[src/rtl/cc_pkg.sv]
// Shared CC package: frame geometry and IFFT tdata field layout used by the
// FFT, IFFT and argmax blocks.
package cc_pkg;

  localparam int CC_N_LOG2 = 8;
  localparam int CC_DATA_W = 16;

  // tdata layout: real part in the low half, imaginary part in the high half
  localparam int CC_RE_LSB = 0;
  localparam int CC_IM_LSB = CC_DATA_W;

  typedef enum logic {
    ACCUM  = 1'b0,
    REPORT = 1'b1
  } argmax_state_e;

endpackage

[src/rtl/cc_argmax.sv]
// Correlation peak finder: scans one IFFT frame for the largest signed real
// part and reports its bin index, discarding frames with a misplaced tlast.
module cc_argmax
  import cc_pkg::*;
#(
  parameter int DATA_W = CC_DATA_W,
  parameter int N_LOG2 = CC_N_LOG2
) (
  input  logic                     clk,
  input  logic                     reset_b,
  input  logic [2*DATA_W-1:0]      s_axis_tdata,
  input  logic                     s_axis_tvalid,
  output logic                     s_axis_tready,
  input  logic                     s_axis_tlast,
  output logic [N_LOG2-1:0]        Index_out,
  output logic                     Index_valid,
  output logic signed [DATA_W-1:0] Peak_out,
  output logic                     Frame_error
);

  argmax_state_e state_q, state_d;
  logic [N_LOG2-1:0]        cnt_q, cnt_d;
  logic signed [DATA_W-1:0] max_q, max_d;
  logic [N_LOG2-1:0]        max_idx_q, max_idx_d;
  logic [N_LOG2-1:0]        idx_out_q, idx_out_d;
  logic signed [DATA_W-1:0] peak_q, peak_d;
  logic                     ivld_q, ivld_d;
  logic                     ferr_q, ferr_d;
  logic                     rdy_q, rdy_d;

  logic                     beat_ok;
  logic                     last_bin;
  logic                     take;
  logic signed [DATA_W-1:0] re;
  logic signed [DATA_W-1:0] new_max;
  logic [N_LOG2-1:0]        new_idx;
  logic                     unused_imag;

  assign re          = s_axis_tdata[CC_RE_LSB +: DATA_W];
  assign unused_imag = ^s_axis_tdata[DATA_W +: DATA_W];

  // rdy_q holds tready low through reset and for no longer
  assign rdy_d         = 1'b1;
  assign s_axis_tready = rdy_q && (state_q == ACCUM);
  assign beat_ok       = s_axis_tvalid && s_axis_tready;
  assign last_bin      = &cnt_q;

  // Strict greater-than keeps the lowest index on ties
  assign take    = (cnt_q == '0) || (re > max_q);
  assign new_max = take ? re : max_q;
  assign new_idx = take ? cnt_q : max_idx_q;

  always_comb begin
    state_d   = state_q;
    cnt_d     = cnt_q;
    max_d     = max_q;
    max_idx_d = max_idx_q;
    idx_out_d = idx_out_q;
    peak_d    = peak_q;
    ivld_d    = 1'b0;
    ferr_d    = 1'b0;
    case (state_q)
      ACCUM: begin
        if (beat_ok) begin
          if (s_axis_tlast && last_bin) begin
            // Final beat folds into the result that is published now
            idx_out_d = new_idx;
            peak_d    = new_max;
            ivld_d    = 1'b1;
            state_d   = REPORT;
            cnt_d     = '0;
            max_d     = '0;
            max_idx_d = '0;
          end else if (s_axis_tlast || last_bin) begin
            // Early tlast or missing tlast at wrap: drop the frame
            ferr_d    = 1'b1;
            cnt_d     = '0;
            max_d     = '0;
            max_idx_d = '0;
          end else begin
            cnt_d     = cnt_q + 1'b1;
            max_d     = new_max;
            max_idx_d = new_idx;
          end
        end
      end
      REPORT: state_d = ACCUM;
      default: state_d = ACCUM;
    endcase
  end

  always_ff @(posedge clk or negedge reset_b) begin
    if (!reset_b) begin
      state_q   <= ACCUM;
      cnt_q     <= '0;
      max_q     <= '0;
      max_idx_q <= '0;
      idx_out_q <= '0;
      peak_q    <= '0;
      ivld_q    <= 1'b0;
      ferr_q    <= 1'b0;
      rdy_q     <= 1'b0;
    end else begin
      state_q   <= state_d;
      cnt_q     <= cnt_d;
      max_q     <= max_d;
      max_idx_q <= max_idx_d;
      idx_out_q <= idx_out_d;
      peak_q    <= peak_d;
      ivld_q    <= ivld_d;
      ferr_q    <= ferr_d;
      rdy_q     <= rdy_d;
    end
  end

  assign Index_out   = idx_out_q;
  assign Peak_out    = peak_q;
  assign Index_valid = ivld_q;
  assign Frame_error = ferr_q;

endmodule

[config.mk]
export PLATFORM = sky130hd
export DESIGN_NAME = cc_argmax
export DESIGN_NICKNAME = d
export VERILOG_FILES = /design/src/rtl/cc_pkg.sv /design/src/rtl/cc_argmax.sv
export SDC_FILE = /design/constraint.sdc
export NUM_CORES = 1
export LEC_CHECK = 0
export CAP_MARGIN = 5
export CORE_ASPECT_RATIO = 1.4
export CORE_MARGIN = 2
export CORE_UTILIZATION = 51
export CTS_BUF_LIST = sky130_fd_sc_hd__clkbuf_4 sky130_fd_sc_hd__clkbuf_8 sky130_fd_sc_hd__clkbuf_16
export CTS_CLUSTER_DIAMETER = 60
export DETAILED_ROUTE_END_ITERATION = 10
export PLACE_DENSITY_LB_ADDON = 0.2
export SYNTH_ARGS = -nofsm -noshare
export SYNTH_HDL_FRONTEND = slang
export SYNTH_SLANG_ARGS = --single-unit
[constraint.sdc]
create_clock -name clk -period 2.81 [get_ports clk]
set_input_delay 0.281 -clock clk [delete_from_list [all_inputs] [get_ports clk]]
set_output_delay 0.281 -clock clk [all_outputs]
set_load 0.1 [all_outputs]
Word-level counts from Yosys, hierarchy flattened --
Index checks and enable logic that the tools add are counted.
Storage, ports and cells: register bits after elaboration 60, latch bits 0, bits in writable memories 0, ROM bits 0, input bits 36, output and inout bits 27, word-level logic and storage cells 37, memories kept 0
Cells by class: add/subtract/negate cells 1, multipliers 0, divide/modulo/power cells 0, $lt $le $gt $ge 1, eq/ne operators 0, shift-type cells 0, muxes and demuxes 16, bitwise gates (word level) 1, reductions and logical operators 9
Operator list (number):
- $mux 16 | 3
- $mux 8 | 5
- $gt 16x16->1 | 1
- $add 8x1->8 const B | 1
- $logic_not 8->1 | 1
- $reduce_and 8->1 | 1
- $mux 1 | 7
- $logic_and 1x1->1 | 3
- $reduce_and 3->1 | 1
- $logic_or 1x1->1 | 2
- $pmux 1 s2 | 1
- $reduce_and 2->1 | 1
- $not 1->1 | 1

Depth between registers and ports, before layout --
Gate-level depths: netlist of the first run.
depth after elaboration 6, gate-level depth with buffers 11, gate-level depth less buffers 10

Worst setup path after synthesis of the first run --
OpenSTA, ideal clock, no wires.
path kind register to register, start register, netlist name Index_valid, end register idx_out_q[0], in the netlist Index_out[0], library setup time 0.123 ns, data arrival time 3.488 ns, required time 2.687 ns, slack -0.801 ns, stages on the path, launching flop included 9, buffers on the path 2, clock period less this slack 3.611 ns, cell sequence dfrtp_1 > nor2b_1 > and2_0 > buf_2 > nand2_2 > inv_1 > a31oi_4 > buf_2 > o221a_2
RTL lines:
- end signal: assignment | line cc_argmax.sv:108 | idx_out_q <= idx_out_d;
- end: declaration | line cc_argmax.sv:25 | logic [N_LOG2-1:0] idx_out_q, idx_out_d;

Final worst setup path of the first run --
start register cnt_q[0], end register max_q[14]
On the way: longest elaborated chain between the ends 5, elaborated cells on any way between the ends 8, those cells by class mux (3); reduce/logical (5)
Ends and longest elaborated chain:
- start: declaration | line cc_argmax.sv:22 | logic [N_LOG2-1:0] cnt_q, cnt_d;
- start signal: assignment | line cc_argmax.sv:105 | cnt_q <= cnt_d;
- $logic_not 8->1 | line cc_argmax.sv:49 | assign take = (cnt_q == '0) || (re > max_q);
- $logic_or 1x1->1 | line cc_argmax.sv:49
- $mux 16 | line cc_argmax.sv:50 | assign new_max = take ? re : max_q;
- $mux 16 | line cc_argmax.sv:74 | end else if (s_axis_tlast || last_bin) begin
- $mux 16 (*) | line cc_argmax.sv:65 | if (s_axis_tlast && last_bin) begin
- end signal: assignment | line cc_argmax.sv:106 | max_q <= max_d;
- end: declaration | line cc_argmax.sv:23 | logic signed [DATA_W-1:0] max_q, max_d;
Every way passes the cells marked *; elsewhere a longest branch is shown, timed or not. A chain may end at the register's enable or synchronous reset.

==> impl_metrics.py, run 1 <==
metrics = {
    "run_status": {
        "outcome": "completed",
    },
    "detailed_routing": {
        "avgViaCountPerCell": 5.73,
        "drc": 0,
        "ant_nets": 0,
        "wl_per_cell_microns": 16.2,
        "vias": 2328,
        "drt-total-wl_mm": 6.56,
        "first_pass_iters": 4,
        "drt-initial-drc-count": 109,
    },
    "run": {
        "cap_viol_max_count": 0,
    },
    "clock_tree": {
        "clock_latency_ns": 0.34,
        "tritoncts": "done",
        "htree_levels": 3,
        "clockBufferDepth": 2,
        "cts_hold_buf": 0,
        "cts_sinks": 59,
        "numCtsBuffers": 9,
        "clk_pin_slew_ns": 0.06,
        "cts_root_buf": "clkbuf_8",
        "cts_setup_buffers": 0,
        "cts_resized": 0,
    },
    "global_route": {
        "antenna_found_initial": 0,
        "grt_pass1_wl_mm": 10.7,
        "track_usage_pct": 21.0,
        "first_global_vias": 2271,
        "grt-ovfl-total": 0,
        "grt_max_degree": 50,
    },
    "sta": {
        "rsz0062_at_grt": "no",
        "fmax_mhz": 395,
        "layout_min_cycle_time_ns": 2.53,
        "setup_tns_ns": 0,
        "worst_pin_slew_ns": 1.08,
        "finClkSkew_ns": 0.00774,
        "setup_violations": 0,
        "min_period_over_period_pct": 90.0,
        "setup_slack_ns": 0.281,
        "drv_slew": 0,
        "slew_headroom_pct": 28.0,
        "finalHoldViolations": 0,
    },
    "placed_design": {
        "port_buffers": 46,
        "dp_hpwl_mm": 4.40,
        "place_congestion": 0.853,
        "preCtsSetupSlack_ns": 0.0332,
    },
    "synthesis": {
        "ys_warn_count": 0,
        "ys_ff_latch": 59,
        "synth_cell_types": 39,
        "avgSynthCellArea_sq_um": 11.1,
        "syn_area_sq_mm": 0.00305,
        "seq_area_frac_synth_pct": 48.3,
        "syn_nets": 331,
        "syn_inst": 275,
    },
    "cells_and_area": {
        "fillers": 473,
        "layout_commonest_cell": "dfrtp_1",
        "final_cell_mix": "59 x dfrtp_1, 36 x buf_4, 24 x a22o_1",
        "syn_to_final_growth_pct": 22.4,
        "nNetsFinal": 388,
        "antenna_cells": 0,
        "fin_util_pct": 64.2,
        "drive_above_1_share_pct": 24.4,
    },
    "setup_path": {
        "end_kind": "register",
        "crit_path_start_kind": "register",
        "cp.arrival_ns": 2.80,
        "max_stage_delay_ns": 0.48,
        "critPathKind": "reg -> reg",
        "crit_fanout": 19,
        "worstPathRequired_ns": 3.09,
        "crit_slowest_cell": "a21oi_4",
        "cp_cell_sequence": "ha_1 -> and3_1 -> and3_1 -> nand3_1 -> inv_1 -> ha_1 -> nor2b_1 -> nand2_1 -> a21oi_4 -> a22o_1",
    },
    "power": {
        "p_leak_nw": 1.87,
        "power.density_mw_per_mm2": 535,
        "combinationalPowerShare_pct": 17.0,
        "seq_power_share_pct": 46.9,
        "vdd_drop_max_mv": 0.614,
        "p_sw_w": 0.000555,
        "internal-power_w": 0.00145,
        "clock_power_share_pct": 36.0,
        "power_w": 0.00200,
        "p_sw_share_pct": 27.7,
    },
    "floorplanning": {
        "die_h_microns": 95.6,
        "io_pins": 63,
        "rows": 33,
        "die_area_sq_mm": 0.00663,
        "start_util_pct": 52.5,
        "die_w_microns": 69.4,
        "core-area_sq_mm": 0.00582,
    },
    "min_path": {
        "holdCritPathClass": "in -> async",
    },
}
[flip-flops by register name, indices dropped and copies added (netlist names)]
signal and cells:
Frame_error 1, Peak_out 16, cnt_q 8, rdy_q 1
Index_out 8, max_q 16, max_idx_q 8, Index_valid 1
[per-stage QoR]
stage          cells  hold WS [ns]  instance area (sq um)
6_report         406         0.136                   3740
5_1_grt          406         0.241                   3740
4_1_cts          406         0.185                   3740
3_5_place_dp     391         0.478                   3550
3_3_place_gp     391         0.469                   3550
2_1_floorplan    275       -0.0146                   3060
[power by group through the flow]
stage	registers, W	logic [W]	clock network [W]
3_5_place_dp	0.000953	0.000341	0
2_1_floorplan	0.000945	0.000225	0
5_1_grt	0.000944	0.000381	0.000772
3_3_place_gp	0.000951	0.000336	0
6_report	0.000938	0.000341	0.000721
4_1_cts	0.000937	0.000345	0.000726
[path summary, 6_finish.rpt]
kind                                    from           end  slack [ns]  depth (start not counted)
worst max-delay path                cnt_q[0]     max_q[14]        0.28                         10
worst min-delay path                 reset_b   Peak_out[3]        0.14                          1
worst max register to register      cnt_q[0]     max_q[14]        0.28                         10
worst min register to register  Index_out[3]  Index_out[3]        0.49                          2
max in group asynchronous            reset_b      cnt_q[6]        1.92                          2
min in group clk                Index_out[3]  Index_out[3]        0.49                          2
[final cells by class]
type	instances	area (sq um)	area share (%)
Inverter	22	82.6	2.21
Clock inverter	2	10.0	0.268
Multi-Input combinational cell	184	1430	38.3
Clock buffer	13	173	4.62
Tap cell	70	87.6	2.34
Timing Repair Buffer	56	475	12.7
Sequential cell	59	1480	39.5
[synth_stat cells, drive strengths merged]
master / number / area, sq um
dfrtp: 59 / 1480
a22o: 24 / 210
nand2: 23 / 88.8
inv: 22 / 82.6
o21ai: 21 / 105
ha: 20 / 250
nand2b: 20 / 125
o221a: 18 / 203
nor2: 9 / 41.3
and2: 8 / 50.1
a21oi: 7 / 46.3
buf: 7 / 58.8
mux2i: 6 / 60.1
and3: 5 / 31.3
nand3: 4 / 32.5
clkbuf: 3 / 11.3
nor2b: 3 / 18.8
nand4: 2 / 18.8
nor3: 2 / 10.0
a21bo: 1 / 10.0
a21o: 1 / 7.51
a311oi: 1 / 8.76
a31o: 1 / 17.5
a31oi: 1 / 21.3
a32oi: 1 / 16.3
and4: 1 / 11.3
conb: 1 / 3.75
nor4b: 1 / 8.76
o211ai: 1 / 7.51
o221ai: 1 / 15.0
or2: 1 / 6.26
[critical path: cells and delay by family, from the launching register on]
kind / cells / cell delay (ns)
and+or+nand+nor: 5 / 0.82
AOI/OAI and AO/OA: 2 / 0.70
adders and majority gates: 2 / 0.45
DFF: 1 / 0.44
buffers and inverters: 1 / 0.05
[kinds of logic after synthesis]
kind of cell | Yosys count | synth area share, %
AOI/OAI and AO/OA | 78 | 21.9
adders and majority gates | 20 | 8.19
buffers and inverters | 32 | 5.00
DFF | 59 | 48.3
and+or+nand+nor | 79 | 14.5
other | 1 | 0.123
muxes | 6 | 1.97
[layer usage]
layer | global-route usage (%) | vias to the layer above | wire (microns)
li1 | - | 1108 | -
met1 | 25.6 | 1153 | 2860
met2 | 35.6 | 57 | 3280
met3 | 5.18 | 10 | 318
met4 | 9.15 | 0 | 106
met5 | 0 | - | 0
No activity file was read; power rests on OpenSTA's default activity.
==> run 2, diff against run 1 <==
--- a/config.mk
+++ b/config.mk
@@ -7,8 +7,8 @@
 export LEC_CHECK = 0
 export CAP_MARGIN = 5
 export CORE_ASPECT_RATIO = 1.4
-export CORE_MARGIN = 2
-export CORE_UTILIZATION = 51
+export CORE_MARGIN = 1
+export CORE_UTILIZATION = 55
 export CTS_BUF_LIST = sky130_fd_sc_hd__clkbuf_4 sky130_fd_sc_hd__clkbuf_8 sky130_fd_sc_hd__clkbuf_16
 export CTS_CLUSTER_DIAMETER = 60
 export DETAILED_ROUTE_END_ITERATION = 10
==> constraint.sdc (replaced) <==
create_clock -name clk -period 3.25 [get_ports clk]
set_input_delay 0.325 -clock clk [delete_from_list [all_inputs] [get_ports clk]]
set_output_delay 0.325 -clock clk [all_outputs]
set_load 0.1 [all_outputs]
==> run 2 against run 1 <==
Effect of this change: clock-buffer cell count is the same; hold slack gained 0.33 ns; critical endpoint is now Peak_out[8]; sequential power shrank 13%; clock power shrank 15%; worst setup slack gained 0.19 ns.
==> impl_metrics.py, run 2 (same netlist as run 1, synthesis figures left out) <==
metrics = {
    "cells_and_area": {
        "fin_util_pct": 71.1,
        "nNetsFinal": 384,
        "layout_commonest_cell": "dfrtp_1",
        "final_cell_mix": "59 x dfrtp_1, 44 x clkdlybuf4s50_1, 24 x a22o_1",
        "syn_to_final_growth_pct": 22.9,
        "final_area_sq_mm": 0.00375,
        "fillers": 415,
        "antenna_cells": 0,
        "drive_above_1_share_pct": 15.4,
    },
    "placed_design": {
        "placed_cell_area_sq_mm": 0.00356,
        "place_congestion": 0.854,
        "port_buffers": 46,
        "dp_hpwl_mm": 4.47,
    },
    "detailed_routing": {
        "drc": 0,
        "wl_per_cell_microns": 16.5,
        "avgViaCountPerCell": 5.82,
        "drt-total-wl_mm": 6.58,
        "first_pass_iters": 4,
        "vias": 2315,
        "drt-initial-drc-count": 133,
        "ant_nets": 0,
    },
    "global_route": {
        "grt-ovfl-total": 0,
        "track_usage_pct": 25.5,
        "grt_max_degree": 40,
        "grt_pass1_wl_mm": 11.2,
        "antenna_found_initial": 0,
        "first_global_vias": 2276,
    },
    "min_path": {
        "holdCritPathClass": "in -> async",
    },
    "floorplanning": {
        "die_w_microns": 65.0,
        "io_pins": 63,
        "core-area_sq_mm": 0.00528,
        "die_area_sq_mm": 0.00586,
        "die_h_microns": 90.2,
        "rows": 31,
        "start_util_pct": 57.9,
    },
    "clock_tree": {
        "htree_levels": 3,
        "cts_setup_buffers": 0,
        "clock_latency_ns": 0.34,
        "clk_pin_slew_ns": 0.07,
        "cts_sinks": 59,
        "cts_root_buf": "clkbuf_8",
        "clockBufferDepth": 2,
        "tritoncts": "done",
        "numCtsBuffers": 9,
    },
    "sta": {
        "finClkSkew_ns": 0.0108,
        "worst_pin_slew_ns": 0.975,
        "fmax_mhz": 359,
        "setup_tns_ns": 0,
        "finalHoldViolations": 0,
        "layout_min_cycle_time_ns": 2.78,
        "slew_headroom_pct": 34.8,
        "min_period_over_period_pct": 85.7,
        "drv_slew": 0,
        "setup_violations": 0,
        "rsz0062_at_grt": "no",
    },
    "power": {
        "internal-power_w": 0.00124,
        "clock_power_share_pct": 35.9,
        "vdd_drop_max_mv": 0.304,
        "p_sw_share_pct": 27.6,
        "combinationalPowerShare_pct": 16.6,
        "p_sw_w": 0.000472,
        "seq_power_share_pct": 47.5,
        "power.density_mw_per_mm2": 455,
        "p_leak_nw": 1.79,
    },
    "setup_path": {
        "worstPathRequired_ns": 3.48,
        "cp.arrival_ns": 3.01,
        "crit_path_start_kind": "register",
        "end_kind": "register",
        "reg2reg_depth": 11,
        "crit_fanout": 12,
        "r2r-end": "Peak_out[8]",
        "r2r_slack_ns": 0.47,
        "critPathKind": "reg -> reg",
        "r2r-start": "cnt_q[0]",
    },
    "run_status": {
        "outcome": "completed",
    },
    "run": {
        "cap_viol_max_count": 0,
    },
}
## run 2: cell types whose count changed in the layout (fill, tap and decap cells not counted), sizes merged
cell and change:
dlygate4sd3 +1, clkdlybuf4s50 +26, buf -31
## run 2: final cells by class
type / instances / area (sq um) / share of cell area [%]
sequential: 59 / 1480 / 39.3
inverter: 22 / 82.6 / 2.20
clock inverter: 2 / 10.0 / 0.267
clock buffer: 13 / 173 / 4.60
multi-input combinational: 184 / 1430 / 38.0
tap: 66 / 82.6 / 2.20
timing repair buffer: 52 / 500 / 13.3
## run 2: worst max path at each step
stage	start	to	slack, ns
finish	cnt_q[0]	Peak_out[8]	0.47
global route	cnt_q[0]	Peak_out[8]	0.21
CTS	cnt_q[0]	Peak_out[8]	0.45
detailed placement	s_axis_tdata[0]	max_idx_q[6]	0.38
global placement	s_axis_tdata[0]	max_q[13]	0.39
floorplan	Index_valid	Index_out[0]	0.22
## run 2: repair_timing
item / in CTS / in global routing
gates resized for setup: 0 / 0
hold endpoints to repair: 20 / 0
hold buffers: 1 / 0
## run 2: critical path, stage by stage, from the launching register on
cell     delay [ns]
dfrtp_1        0.45
ha_1           0.23
and3_1         0.21
and3_1         0.23
nand3_1        0.11
inv_1          0.08
ha_1           0.19
nand2_2        0.19
inv_1          0.27
a31oi_4        0.18
buf_4          0.23
o221a_2        0.29
## run 2: metal layers
layer  global-route usage (%)  vias to the layer above  share of wire [%]
li1                         -                     1096                  -
met1                     32.5                     1147                 42
met2                     41.1                       60                 52
met3                     6.73                       12                4.7
met4                     9.26                        0                1.8
met5                        0                        -                  0
## run 2: power by group through the flow
stage	registers, W	clock network (W)	logic (W)
2_1_floorplan	0.000817	0	0.000194
3_3_place_gp	0.000821	0	0.000274
3_5_place_dp	0.000824	0	0.000279
4_1_cts	0.000811	0.000623	0.000286
5_1_grt	0.000817	0.000660	0.000317
6_report	0.000812	0.000613	0.000284
## run 2: per-stage QoR
step	instances	hold WS (ns)	total power, W	worst slack [ns]
floorplan	275	0.0294	0.00101	0.223
global placement	382	0.308	0.00110	0.387
detailed placement	382	0.316	0.00110	0.375
CTS	398	0.484	0.00172	0.450
global route	398	0.508	0.00179	0.210
finish	398	0.471	0.00171	0.466
